$ cat src/rtl/dsp_goertzel_multibin.sv
`default_nettype none
// ============================================================================
// Module   : dsp_goertzel_multibin
// Purpose  : Time-multiplexed multi-bin Goertzel engine; one bin updated per
//            clock, bin-tagged magnitude stream at each frame end.
//            Optional macro GOERTZEL_DC_REMOVE_EN: treat samples as offset binary.
// Revision : 1.0 - initial release
// ============================================================================
module dsp_goertzel_multibin #(
    parameter int D_W         = 8,
    parameter int N_BINS      = 4,
    parameter int BIN_BITS    = 2,
    parameter int NUM_SAMPLES = 512,
    parameter int NS_BITS     = 9,
    parameter int ACC_W       = 32,
    parameter int MAG_W       = 16,
    parameter int MAG_SHIFT   = 8
) (
    input  logic                sys_clk,
    input  logic                sys_rst_n,
    input  logic                enable,
    input  logic                smp_valid,
    input  logic [D_W-1:0]      smp_data,
    input  logic                coef_we,
    input  logic [BIN_BITS-1:0] coef_addr,
    input  logic [15:0]         coef_cos,
    input  logic [15:0]         coef_sin,
    output logic                mag_valid,
    output logic [MAG_W-1:0]    mag,
    output logic [BIN_BITS-1:0] mag_bin,
    output logic                frame_done,
    output logic                busy,
    output logic                overrun
);

    localparam logic [2:0] c_ST_IDLE      = 3'd0;
    localparam logic [2:0] c_ST_UPDATE    = 3'd1;
    localparam logic [2:0] c_ST_FINAL_MUL = 3'd2;
    localparam logic [2:0] c_ST_FINAL_MAG = 3'd3;
    localparam logic [2:0] c_ST_DONE      = 3'd4;

    localparam logic [BIN_BITS-1:0] c_LAST_BIN  = BIN_BITS'(N_BINS - 1);
    localparam logic [BIN_BITS-1:0] c_BIN_ONE   = BIN_BITS'(1);
    localparam logic [NS_BITS:0]    c_CNT_ONE   = (NS_BITS + 1)'(1);
    localparam logic [NS_BITS:0]    c_FRAME_LEN = (NS_BITS + 1)'(NUM_SAMPLES);
    localparam logic [ACC_W:0]      c_ABS_ONE   = (ACC_W + 1)'(1);
    localparam logic [ACC_W+1:0]    c_MAG_MAX   = (ACC_W + 2)'({MAG_W{1'b1}});

    logic [2:0]                r_state;
    logic [2:0]                w_next_state;
    logic                      w_busy;

    logic signed [15:0]        r_cos [N_BINS];
    logic signed [15:0]        r_sin [N_BINS];
    logic signed [ACC_W-1:0]   r_s1  [N_BINS];
    logic signed [ACC_W-1:0]   r_s2  [N_BINS];

    logic signed [ACC_W-1:0]   r_x;
    logic signed [ACC_W-1:0]   r_re;
    logic signed [ACC_W-1:0]   r_im;
    logic [BIN_BITS-1:0]       r_bin;
    logic [NS_BITS-1:0]        r_cnt;

    logic                      r_mag_valid;
    logic [MAG_W-1:0]          r_mag;
    logic [BIN_BITS-1:0]       r_mag_bin;
    logic                      r_frame_done;
    logic                      r_overrun;

    logic signed [ACC_W-1:0]   w_x;
    logic signed [15:0]        w_cos;
    logic signed [15:0]        w_sin;
    logic signed [ACC_W-1:0]   w_s1;
    logic signed [ACC_W-1:0]   w_s2;
    logic signed [ACC_W+15:0]  w_pc;
    logic signed [ACC_W+15:0]  w_ps;
    logic signed [ACC_W-1:0]   w_cterm13;
    logic signed [ACC_W-1:0]   w_cterm14;
    logic signed [ACC_W-1:0]   w_sterm14;
    logic signed [ACC_W-1:0]   w_s0;
    logic [NS_BITS:0]          w_cnt_inc;
    logic                      w_cnt_last;
    logic                      w_bin_last;
    logic signed [ACC_W:0]     w_re_ext;
    logic signed [ACC_W:0]     w_im_ext;
    logic [ACC_W:0]            w_abs_re;
    logic [ACC_W:0]            w_abs_im;
    logic [ACC_W:0]            w_max;
    logic [ACC_W:0]            w_min;
    logic [ACC_W+1:0]          w_m;
    logic [ACC_W+1:0]          w_m_sh;
    logic [MAG_W-1:0]          w_mag_sat;

`ifdef GOERTZEL_DC_REMOVE_EN
    localparam logic [ACC_W-1:0] c_DC_OFFSET = ACC_W'(1) << (D_W - 1);
    assign w_x = $signed({{(ACC_W - D_W){1'b0}}, smp_data} - c_DC_OFFSET);
`else
    assign w_x = $signed({{(ACC_W - D_W){1'b0}}, smp_data});
`endif

    // One shared multiplier pair serves both the recurrence and the final terms
    assign w_cos     = r_cos[r_bin];
    assign w_sin     = r_sin[r_bin];
    assign w_s1      = r_s1[r_bin];
    assign w_s2      = r_s2[r_bin];
    assign w_pc      = $signed({{ACC_W{w_cos[15]}}, w_cos}) * $signed({{16{w_s1[ACC_W-1]}}, w_s1});
    assign w_ps      = $signed({{ACC_W{w_sin[15]}}, w_sin}) * $signed({{16{w_s1[ACC_W-1]}}, w_s1});
    assign w_cterm13 = ACC_W'(w_pc >>> 13);
    assign w_cterm14 = ACC_W'(w_pc >>> 14);
    assign w_sterm14 = ACC_W'(w_ps >>> 14);
    assign w_s0      = r_x + w_cterm13 - w_s2;

    assign w_cnt_inc  = {1'b0, r_cnt} + c_CNT_ONE;
    assign w_cnt_last = (w_cnt_inc == c_FRAME_LEN);
    assign w_bin_last = (r_bin == c_LAST_BIN);

    // One extra bit keeps |most negative| representable
    assign w_re_ext  = {r_re[ACC_W-1], r_re};
    assign w_im_ext  = {r_im[ACC_W-1], r_im};
    assign w_abs_re  = r_re[ACC_W-1] ? (~w_re_ext + c_ABS_ONE) : w_re_ext;
    assign w_abs_im  = r_im[ACC_W-1] ? (~w_im_ext + c_ABS_ONE) : w_im_ext;
    assign w_max     = (w_abs_re >= w_abs_im) ? w_abs_re : w_abs_im;
    assign w_min     = (w_abs_re >= w_abs_im) ? w_abs_im : w_abs_re;
    assign w_m       = {1'b0, w_max} + {2'b00, w_min[ACC_W:1]};
    assign w_m_sh    = w_m >> MAG_SHIFT;
    assign w_mag_sat = (w_m_sh > c_MAG_MAX) ? {MAG_W{1'b1}} : w_m_sh[MAG_W-1:0];

    always_ff @(posedge sys_clk or negedge sys_rst_n) begin
        if (!sys_rst_n) begin
            r_state <= c_ST_IDLE;
        end else begin
            r_state <= w_next_state;
        end
    end

    always_comb begin
        w_next_state = r_state;
        if (!enable) begin
            w_next_state = c_ST_IDLE;
        end else begin
            case (r_state)
                c_ST_IDLE:      if (smp_valid) w_next_state = c_ST_UPDATE;
                c_ST_UPDATE:    if (w_bin_last) w_next_state = w_cnt_last ? c_ST_FINAL_MUL : c_ST_IDLE;
                c_ST_FINAL_MUL: w_next_state = c_ST_FINAL_MAG;
                c_ST_FINAL_MAG: w_next_state = w_bin_last ? c_ST_DONE : c_ST_FINAL_MUL;
                c_ST_DONE:      w_next_state = c_ST_IDLE;
                default:        w_next_state = c_ST_IDLE;
            endcase
        end
    end

    always_comb begin
        w_busy = (r_state != c_ST_IDLE);
    end

    // Coefficients stay writable regardless of enable or FSM state
    always_ff @(posedge sys_clk or negedge sys_rst_n) begin
        if (!sys_rst_n) begin
            for (int i = 0; i < N_BINS; i++) begin
                r_cos[i] <= '0;
                r_sin[i] <= '0;
            end
        end else if (coef_we && (int'(coef_addr) < N_BINS)) begin
            r_cos[coef_addr] <= $signed(coef_cos);
            r_sin[coef_addr] <= $signed(coef_sin);
        end
    end

    always_ff @(posedge sys_clk or negedge sys_rst_n) begin
        if (!sys_rst_n) begin
            for (int i = 0; i < N_BINS; i++) begin
                r_s1[i] <= '0;
                r_s2[i] <= '0;
            end
            r_x          <= '0;
            r_re         <= '0;
            r_im         <= '0;
            r_bin        <= '0;
            r_cnt        <= '0;
            r_mag_valid  <= 1'b0;
            r_mag        <= '0;
            r_mag_bin    <= '0;
            r_frame_done <= 1'b0;
            r_overrun    <= 1'b0;
        end else if (!enable) begin
            for (int i = 0; i < N_BINS; i++) begin
                r_s1[i] <= '0;
                r_s2[i] <= '0;
            end
            r_bin        <= '0;
            r_cnt        <= '0;
            r_mag_valid  <= 1'b0;
            r_frame_done <= 1'b0;
            r_overrun    <= 1'b0;
        end else begin
            r_mag_valid  <= 1'b0;
            r_frame_done <= 1'b0;
            r_overrun    <= smp_valid && (r_state != c_ST_IDLE);
            case (r_state)
                c_ST_IDLE: begin
                    if (smp_valid) begin
                        r_x   <= w_x;
                        r_bin <= '0;
                    end
                end
                c_ST_UPDATE: begin
                    r_s2[r_bin] <= w_s1;
                    r_s1[r_bin] <= w_s0;
                    if (w_bin_last) begin
                        r_bin <= '0;
                        r_cnt <= w_cnt_inc[NS_BITS-1:0];
                    end else begin
                        r_bin <= r_bin + c_BIN_ONE;
                    end
                end
                c_ST_FINAL_MUL: begin
                    r_re <= w_cterm14 - w_s2;
                    r_im <= w_sterm14;
                end
                c_ST_FINAL_MAG: begin
                    r_mag       <= w_mag_sat;
                    r_mag_bin   <= r_bin;
                    r_mag_valid <= 1'b1;
                    r_bin       <= w_bin_last ? '0 : (r_bin + c_BIN_ONE);
                end
                c_ST_DONE: begin
                    r_frame_done <= 1'b1;
                    r_cnt        <= '0;
                    for (int i = 0; i < N_BINS; i++) begin
                        r_s1[i] <= '0;
                        r_s2[i] <= '0;
                    end
                end
                default: ;
            endcase
        end
    end

    assign mag_valid  = r_mag_valid;
    assign mag        = r_mag;
    assign mag_bin    = r_mag_bin;
    assign frame_done = r_frame_done;
    assign busy       = w_busy;
    assign overrun    = r_overrun;

endmodule
`default_nettype wire

$ cat config.mk
export PLATFORM = sky130hd
export DESIGN_NAME = dsp_goertzel_multibin
export DESIGN_NICKNAME = d
export VERILOG_FILES = /design/src/rtl/dsp_goertzel_multibin.sv
export SDC_FILE = /design/constraint.sdc
export NUM_CORES = 2
export LEC_CHECK = 0
export CORE_UTILIZATION = 40
export CTS_CLUSTER_SIZE = 8
export DETAILED_ROUTE_END_ITERATION = 6
export HOLD_SLACK_MARGIN = 0.06
export PLACE_DENSITY = 0.65
export SYNTH_ARGS = -nofsm -noshare
export SYNTH_HDL_FRONTEND = slang
export SYNTH_SLANG_ARGS = --single-unit
export TNS_END_PERCENT = 20
$ cat constraint.sdc
create_clock -name sys_clk -period 20.5 [get_ports sys_clk]
set_input_delay 4.1 -clock sys_clk [delete_from_list [all_inputs] [get_ports sys_clk]]
set_output_delay 4.1 -clock sys_clk [all_outputs]
set_load 0.01 [all_outputs]
; Word level (Yosys, flattened, before mapping)
; Index checks and enable logic that the tools add are counted.
[totals]
register_bits = 491
word_cells = 116
out_inout_bits = 22
inputBits = 47
[classes]
bitwise = 4
addsub = 8
n_eq_ne = 10
mul = 2
reduce_logical = 12
n_lt_le_gt_ge = 6
mux = 47
[ops]
columns = operator, count
row1 = one-hot mux 128 bit (2 select lines), 2
row2 = bitwise mux 128 bit, 2
row3 = two-way mux 128 bit, 2
row4 = two-way mux 32 bit, 5
row5 = two-way mux 33 bit, 4
row6 = binary-select mux 32 bit (select 2 bit), 2
row7 = bitwise mux 64 bit, 2
row8 = two-way mux 16 bit, 6
row9 = multiplier 16 x 32 -> 46 bit, 2
row10 = "adder 33 x 1 -> 33 bit, second input constant", 2
row11 = inverter 33 bit, 2
row12 = binary-select mux 16 bit (select 2 bit), 2
row13 = demux 32 bit (select 2 bit), 1
row14 = subtractor 32 bit, 2
row15 = adder 33 x 32 -> 34 bit, 1
row16 = greater-or-equal comparator 33 bit, 1
row17 = adder 9 x 32 -> 32 bit, 1
row18 = demux 16 bit (select 2 bit), 1
row19 = "greater-than comparator 26 x 16 -> 1 bit, second input constant", 1
row20 = two-way mux 9 bit, 2
row21 = one-hot mux 9 bit (2 select lines), 1
row22 = two-way mux 3 bit, 4
row23 = one-hot mux 3 bit (4 select lines), 1
row24 = "adder 9 x 1 -> 10 bit, second input constant", 1
row25 = 21 further kinds, 39

; Depth between registers and ports, before layout
[depth]
depth_word = 10
mapped_depth = 49
mapped_depth_nobuf = 43

; Worst setup path after synthesis
; Ideal clock, no wire load.
[synth_timing]
path_kind = reg2reg
start = register r_bin[0]
end = register r_s1[126] in the netlist's numbering
arrival_time_ns = 11.244
path_stages_with_launch = 48
path_buffers = 7
setup_ns = 0.126
slack_ns = 9.130
synth_period_minus_slack_ns = 11.370
t_required_ns = 20.374
cell_sequence = dfrtp_1 -> buf_6 -> buf_2 -> buf_2 -> buf_2 -> buf_1 -> clkbuf_1 -> mux2i_1 -> nand2_1 -> o21a_1 -> clkbuf_1 -> nand2_1 -> fa_1 -> inv_1 -> fa_1 -> fa_1 -> inv_1 -> fa_1 -> [... 12 more ...] -> nor2_1 -> o21bai_1 -> xor2_1 -> ha_1 -> ha_1 -> a21o_1 -> a21o_1 -> a21o_1 -> a21oi_1 -> o21ai_0 -> a31oi_1 -> o211ai_1 -> a2111oi_0 -> or2_2 -> o211ai_1 -> nand3b_1 -> o21ai_0 -> a221o_1
[synth_between]
elab_chain_len = 10
word_cells_on_any_way = 21
cone_classes = add/sub: 2 / mul: 1 / order compare: 2 / mux: 14 / bitwise: 1 / reduce/logical: 1
[synth_rtl]
columns = element, line_no
row1 = from (decl), 61  ; logic [BIN_BITS-1:0] r_bin;
row2 = from (signal assigned), 213  ; r_bin <= r_bin + c_BIN_ONE;
row3 = from (signal assigned), 224  ; r_bin <= w_bin_last ? '0 : (r_bin + c_BIN_ONE);
row4 = inverter 2 -> 3 bit (implied by the code) (*), -
row5 = binary-select mux 16 bit (select 2 bit) / binary-select mux 32 bit (select 2 bit) (equally long branches), "102, 104"
row6 = two-way mux 16 bit (implied by the code) / two-way mux 32 bit (equally long branches) (2 in a row), "102, 104"
row7 = multiplier 16 x 32 -> 46 bit, 106  ; assign w_pc = $signed({{ACC_W{w_cos[15]}}, w_cos}) * $signed({{16{w_s1[ACC_W-1]}}, w_s1});
row8 = adder 9 x 32 -> 32 bit, 111  ; assign w_s0 = r_x + w_cterm13 - w_s2;
row9 = subtractor 32 bit, 111
row10 = bitwise mux 128 bit (*), 208  ; r_s1[r_bin] <= w_s0;
row11 = one-hot mux 128 bit (2 select lines) (*), 199  ; case (r_state)
row12 = two-way mux 128 bit (*), 185  ; end else if (!enable) begin
row13 = "to (signal, indexed assignment)", 208
row14 = to (decl), 55  ; logic signed [ACC_W-1:0] r_s1 [N_BINS];
; Mark *: on every way between the ends. The rest lies on a longest branch, timed or not. The select of a mux whose other input is x is not followed.
; A chain may end at the register's enable or synchronous reset.

; Final worst setup path
; Same ends and word-level chain as after synthesis.

==> run metrics <==
outcome=finished clean; critical path's largest stage delay=1.04 ns; Sink Count=slightly below 500; cell count after synthesis=6410; layout overhead on the synthesized area=8.25%; cts hold-fix bufs=0; count of input and output buffers=68; number of unique standard cell types used by synthesis=69; DRC viols=0; Max-slew headroom=13.3%; worst hold path endpoint=r_s2[60]; launch point of the critical path=r_bin[0]; CP Max Fanout=54; cell row count=142; fraction of registers with async set/reset=100%; Max Slew Vio Count=0; vias in the first global route=47700; total area of multi-input combinational cells=42900 µm²; endpoint arrival time on the critical path=14.15 ns; number of CTS-inserted buffers=74; antenna violation net count after detailed routing=0; R2R Setup Slk=6.89 ns; Routed WL=183000 µm; post-synthesis instance area=60600 µm²; critical path's top delay family=adder cells; destination of the worst register-to-register timing path=r_s1[126]; maximum number of pins on one net before global-route repair=89; violation count after the first detailed-routing iteration=about 3900; worst slew pin tran=1.28 ns; antenna violations before repair=5; CP max-delay cell=sky130_fd_sc_hd__dfrtp_4; number of hold violations in the final report=0; count of cells along the worst hold path=2; depth of the worst register-to-register path=38; worst endpoint required time=21.04 ns; placer's final routability congestion estimate=0.907; cell occurring most often along the worst timing path=sky130_fd_sc_hd__fa_1; startpoint of the lowest-slack register-to-register path=r_bin[0]; H-tree depth reported by CTS=3; clock network latency to the later pin of the worst-skew pair=0.69 ns; buffer and inverter count on the worst path=6; floorplan die area=153000 µm²; clock tree from TritonCTS=yes; die height=approximately 390 µm; shortest clock period the worst path allows after layout=roughly 14 ns; global-route wire length before repair=roughly 280000 µm; placeable core region=150000 µm²; source of the worst hold timing path=r_s2[60]; Max Fclk=73.5 MHz; effective utilization at floorplan=40.4%; max cap viols=0; quantity of gates resized following cts=0; count of state elements after synthesis=approximately 490; count of final setup violators=0; # fillers=between 10000 and 15000; Total Neg Setup Slack=0 ns; type of the worst setup path=flop to flop; area taken by flip-flops and latches=12300 µm²; unrepaired setup endpoints after global routing=no; Clock transition at path regs=about 0.05 ns; vias=45600; yosys warns=0; horizontal extent of the die=391 µm; grt ovf=0; sequential area share after synthesis=approximately 20%; drt first pass iters=5; Post-synth EDFFs=0; maximum clock path buffer count=3; Final nets=7711; critical path capture point type=flop; estimated wirelength of the detail-placed design=134000 µm; post-detailed-route wirelength per cell=21.8 µm; most used flip-flop cell after synthesis=sky130_fd_sc_hd__dfrtp_1; CP Launch Type=flop; routed via count divided by cell count=5.45; GRT Util Overall=24.5%; post-synthesis area per instance=around 9.5 µm²; setup skew after layout=0.0532 ns; CTS root buffer=sky130_fd_sc_hd__clkbuf_16; number of placed I/O pins=69; share of the cycle needed by the critical path after routing=approximately two thirds; share of layout cells above drive strength 1=under 10%; class of the most critical hold timing path=flop to flop; post-CTS repair timing setup buffer count=0
cell usage after synthesis, types with 22 or more instances:
| cell type | n | area [µm²] |
|---|---|---|
| sky130_fd_sc_hd__clkbuf_1 | 293 | 1100 |
| sky130_fd_sc_hd__nor2b_1 | 22 | 138 |
| sky130_fd_sc_hd__inv_1 | 1134 | 4260 |
| sky130_fd_sc_hd__mux4_2 | 57 | 1280 |
| sky130_fd_sc_hd__nand2b_1 | 26 | 163 |
| sky130_fd_sc_hd__nor3_1 | 30 | 150 |
| sky130_fd_sc_hd__o31ai_1 | 25 | 188 |
| sky130_fd_sc_hd__xor2_1 | 103 | 902 |
| sky130_fd_sc_hd__dfrtp_1 | 491 | 12300 |
| sky130_fd_sc_hd__mux2i_1 | 96 | 961 |
| sky130_fd_sc_hd__nor2_1 | 362 | 1360 |
| sky130_fd_sc_hd__buf_1 | 25 | 93.8 |
| sky130_fd_sc_hd__xnor2_1 | 112 | 981 |
| sky130_fd_sc_hd__ha_1 | 374 | 4680 |
| sky130_fd_sc_hd__a21o_1 | 75 | 563 |
| sky130_fd_sc_hd__o21a_1 | 64 | 480 |
| sky130_fd_sc_hd__fa_1 | 951 | 19000 |
| sky130_fd_sc_hd__or3_1 | 26 | 163 |
| sky130_fd_sc_hd__nand3_1 | 31 | 155 |
| sky130_fd_sc_hd__mux2_2 | 182 | 2050 |
| sky130_fd_sc_hd__o21ai_0 | 304 | 1520 |
| sky130_fd_sc_hd__and2_1 | 112 | 701 |
| sky130_fd_sc_hd__a22o_1 | 118 | 1030 |
| sky130_fd_sc_hd__nand2_1 | 1007 | 3780 |
| sky130_fd_sc_hd__a21oi_1 | 158 | 791 |
placed cells by master (no fill, tap or decap), types with 14 or more instances in the layout:
cell type	Yosys	layout
sky130_fd_sc_hd__inv_1	1134	1134
sky130_fd_sc_hd__nand2_1	1007	1004
sky130_fd_sc_hd__fa_1	951	951
sky130_fd_sc_hd__dfrtp_1	491	489
sky130_fd_sc_hd__ha_1	374	374
sky130_fd_sc_hd__nor2_1	362	362
sky130_fd_sc_hd__o21ai_0	304	270
sky130_fd_sc_hd__mux2_2	182	182
sky130_fd_sc_hd__a21oi_1	158	157
sky130_fd_sc_hd__a22o_1	118	118
sky130_fd_sc_hd__xnor2_1	112	112
sky130_fd_sc_hd__buf_4	0	111
sky130_fd_sc_hd__and2_1	112	109
sky130_fd_sc_hd__xor2_1	103	103
sky130_fd_sc_hd__mux2i_1	96	96
sky130_fd_sc_hd__a21o_1	75	75
sky130_fd_sc_hd__clkbuf_16	0	74
sky130_fd_sc_hd__clkdlybuf4s50_1	0	67
sky130_fd_sc_hd__mux4_2	57	57
sky130_fd_sc_hd__o21a_1	64	50
sky130_fd_sc_hd__o21ai_1	16	43
sky130_fd_sc_hd__nand3_1	31	30
sky130_fd_sc_hd__nor3_1	30	30
sky130_fd_sc_hd__nand2b_1	26	26
sky130_fd_sc_hd__or3_1	26	26
sky130_fd_sc_hd__o31ai_1	25	25
sky130_fd_sc_hd__nor2b_1	22	22
sky130_fd_sc_hd__o21bai_1	21	21
sky130_fd_sc_hd__nand4_1	20	20
sky130_fd_sc_hd__and3_1	18	18
sky130_fd_sc_hd__o211ai_1	15	15
sky130_fd_sc_hd__o21a_2	0	14
final cells by class:
type,instances,share of cell area [%]
Antenna cell,2,0.00763
Clock buffer,79,2.88
Clock inverter,12,0.322
Inverter,1134,6.49
Multi-Input combinational cell,4459,65.4
Sequential cell,491,18.7
Tap cell,2016,3.85
Timing Repair Buffer,179,2.32
worst max path at each step:
| stage | endpoint | slack (ns) | cells after the start |
|---|---|---|---|
| after global routing | r_s1[126] | 6.04 | 38 |
| final | r_s1[126] | 6.89 | 38 |
| after floorplan | r_s1[126] | 9.13 | 47 |
| after detailed placement | r_s1[126] | 7.00 | 38 |
| after CTS | r_s1[126] | 6.97 | 38 |
| after global placement | r_s1[126] | 7.21 | 38 |
worst min-delay path, stage by stage (launching register included):
cell and delay (ns):
sky130_fd_sc_hd__dfrtp_1 0.33, sky130_fd_sc_hd__nand2_1 0.05, sky130_fd_sc_hd__o21ai_0 0.06
stage by stage:
stage                     hold WS [ns]  setup WS (ns)  cell area, µm²  cells  util [%]
final                            0.472           6.89           65600   8372      43.7
after global routing             0.497           6.04           65600   8370      43.7
after CTS                        0.474           6.97           65600   8370      43.7
after detailed placement         0.465           7.00           63500   8279      42.3
after global placement           0.457           7.21           63500   8279      42.3
after floorplan                  0.444           9.13           60600   6411         -
kinds of logic (layout without fill, tap and decap cells):
group,Yosys count,count (layout),synth area share [%]
simple gates,1692,1692,11.8
buf+inv,1461,1404,9.08
fa+ha+maj,1325,1325,39.1
compound gates,889,889,9.46
flops,491,491,20.3
mux,335,335,7.09
xor+xnor,215,215,3.11
other cells,2,5,0.0124
layer usage:
| metal | track usage, % | routed length [µm] |
|---|---|---|
| met1 | 32.8 | 75700 |
| met2 | 37.5 | 80500 |
| met4 | 9.84 | 8230 |
| met3 | 6.58 | 18400 |
| met5 | 0 | 9 |
flip-flops by register name, indices dropped and copies added, names as in the netlist:
register    cells
r_cnt           9
r_bin           2
r_state         3
overrun         1
r_x             8
r_cos          64
mag            16
r_s2          128
mag_valid       1
r_s1          128
r_re           32
mag_bin         2
r_sin          64
r_im           32
frame_done      1
Power is left out: the tool's default activity adds up to more than one toggle a clock period on the data nets, which glitch-free logic cannot reach.
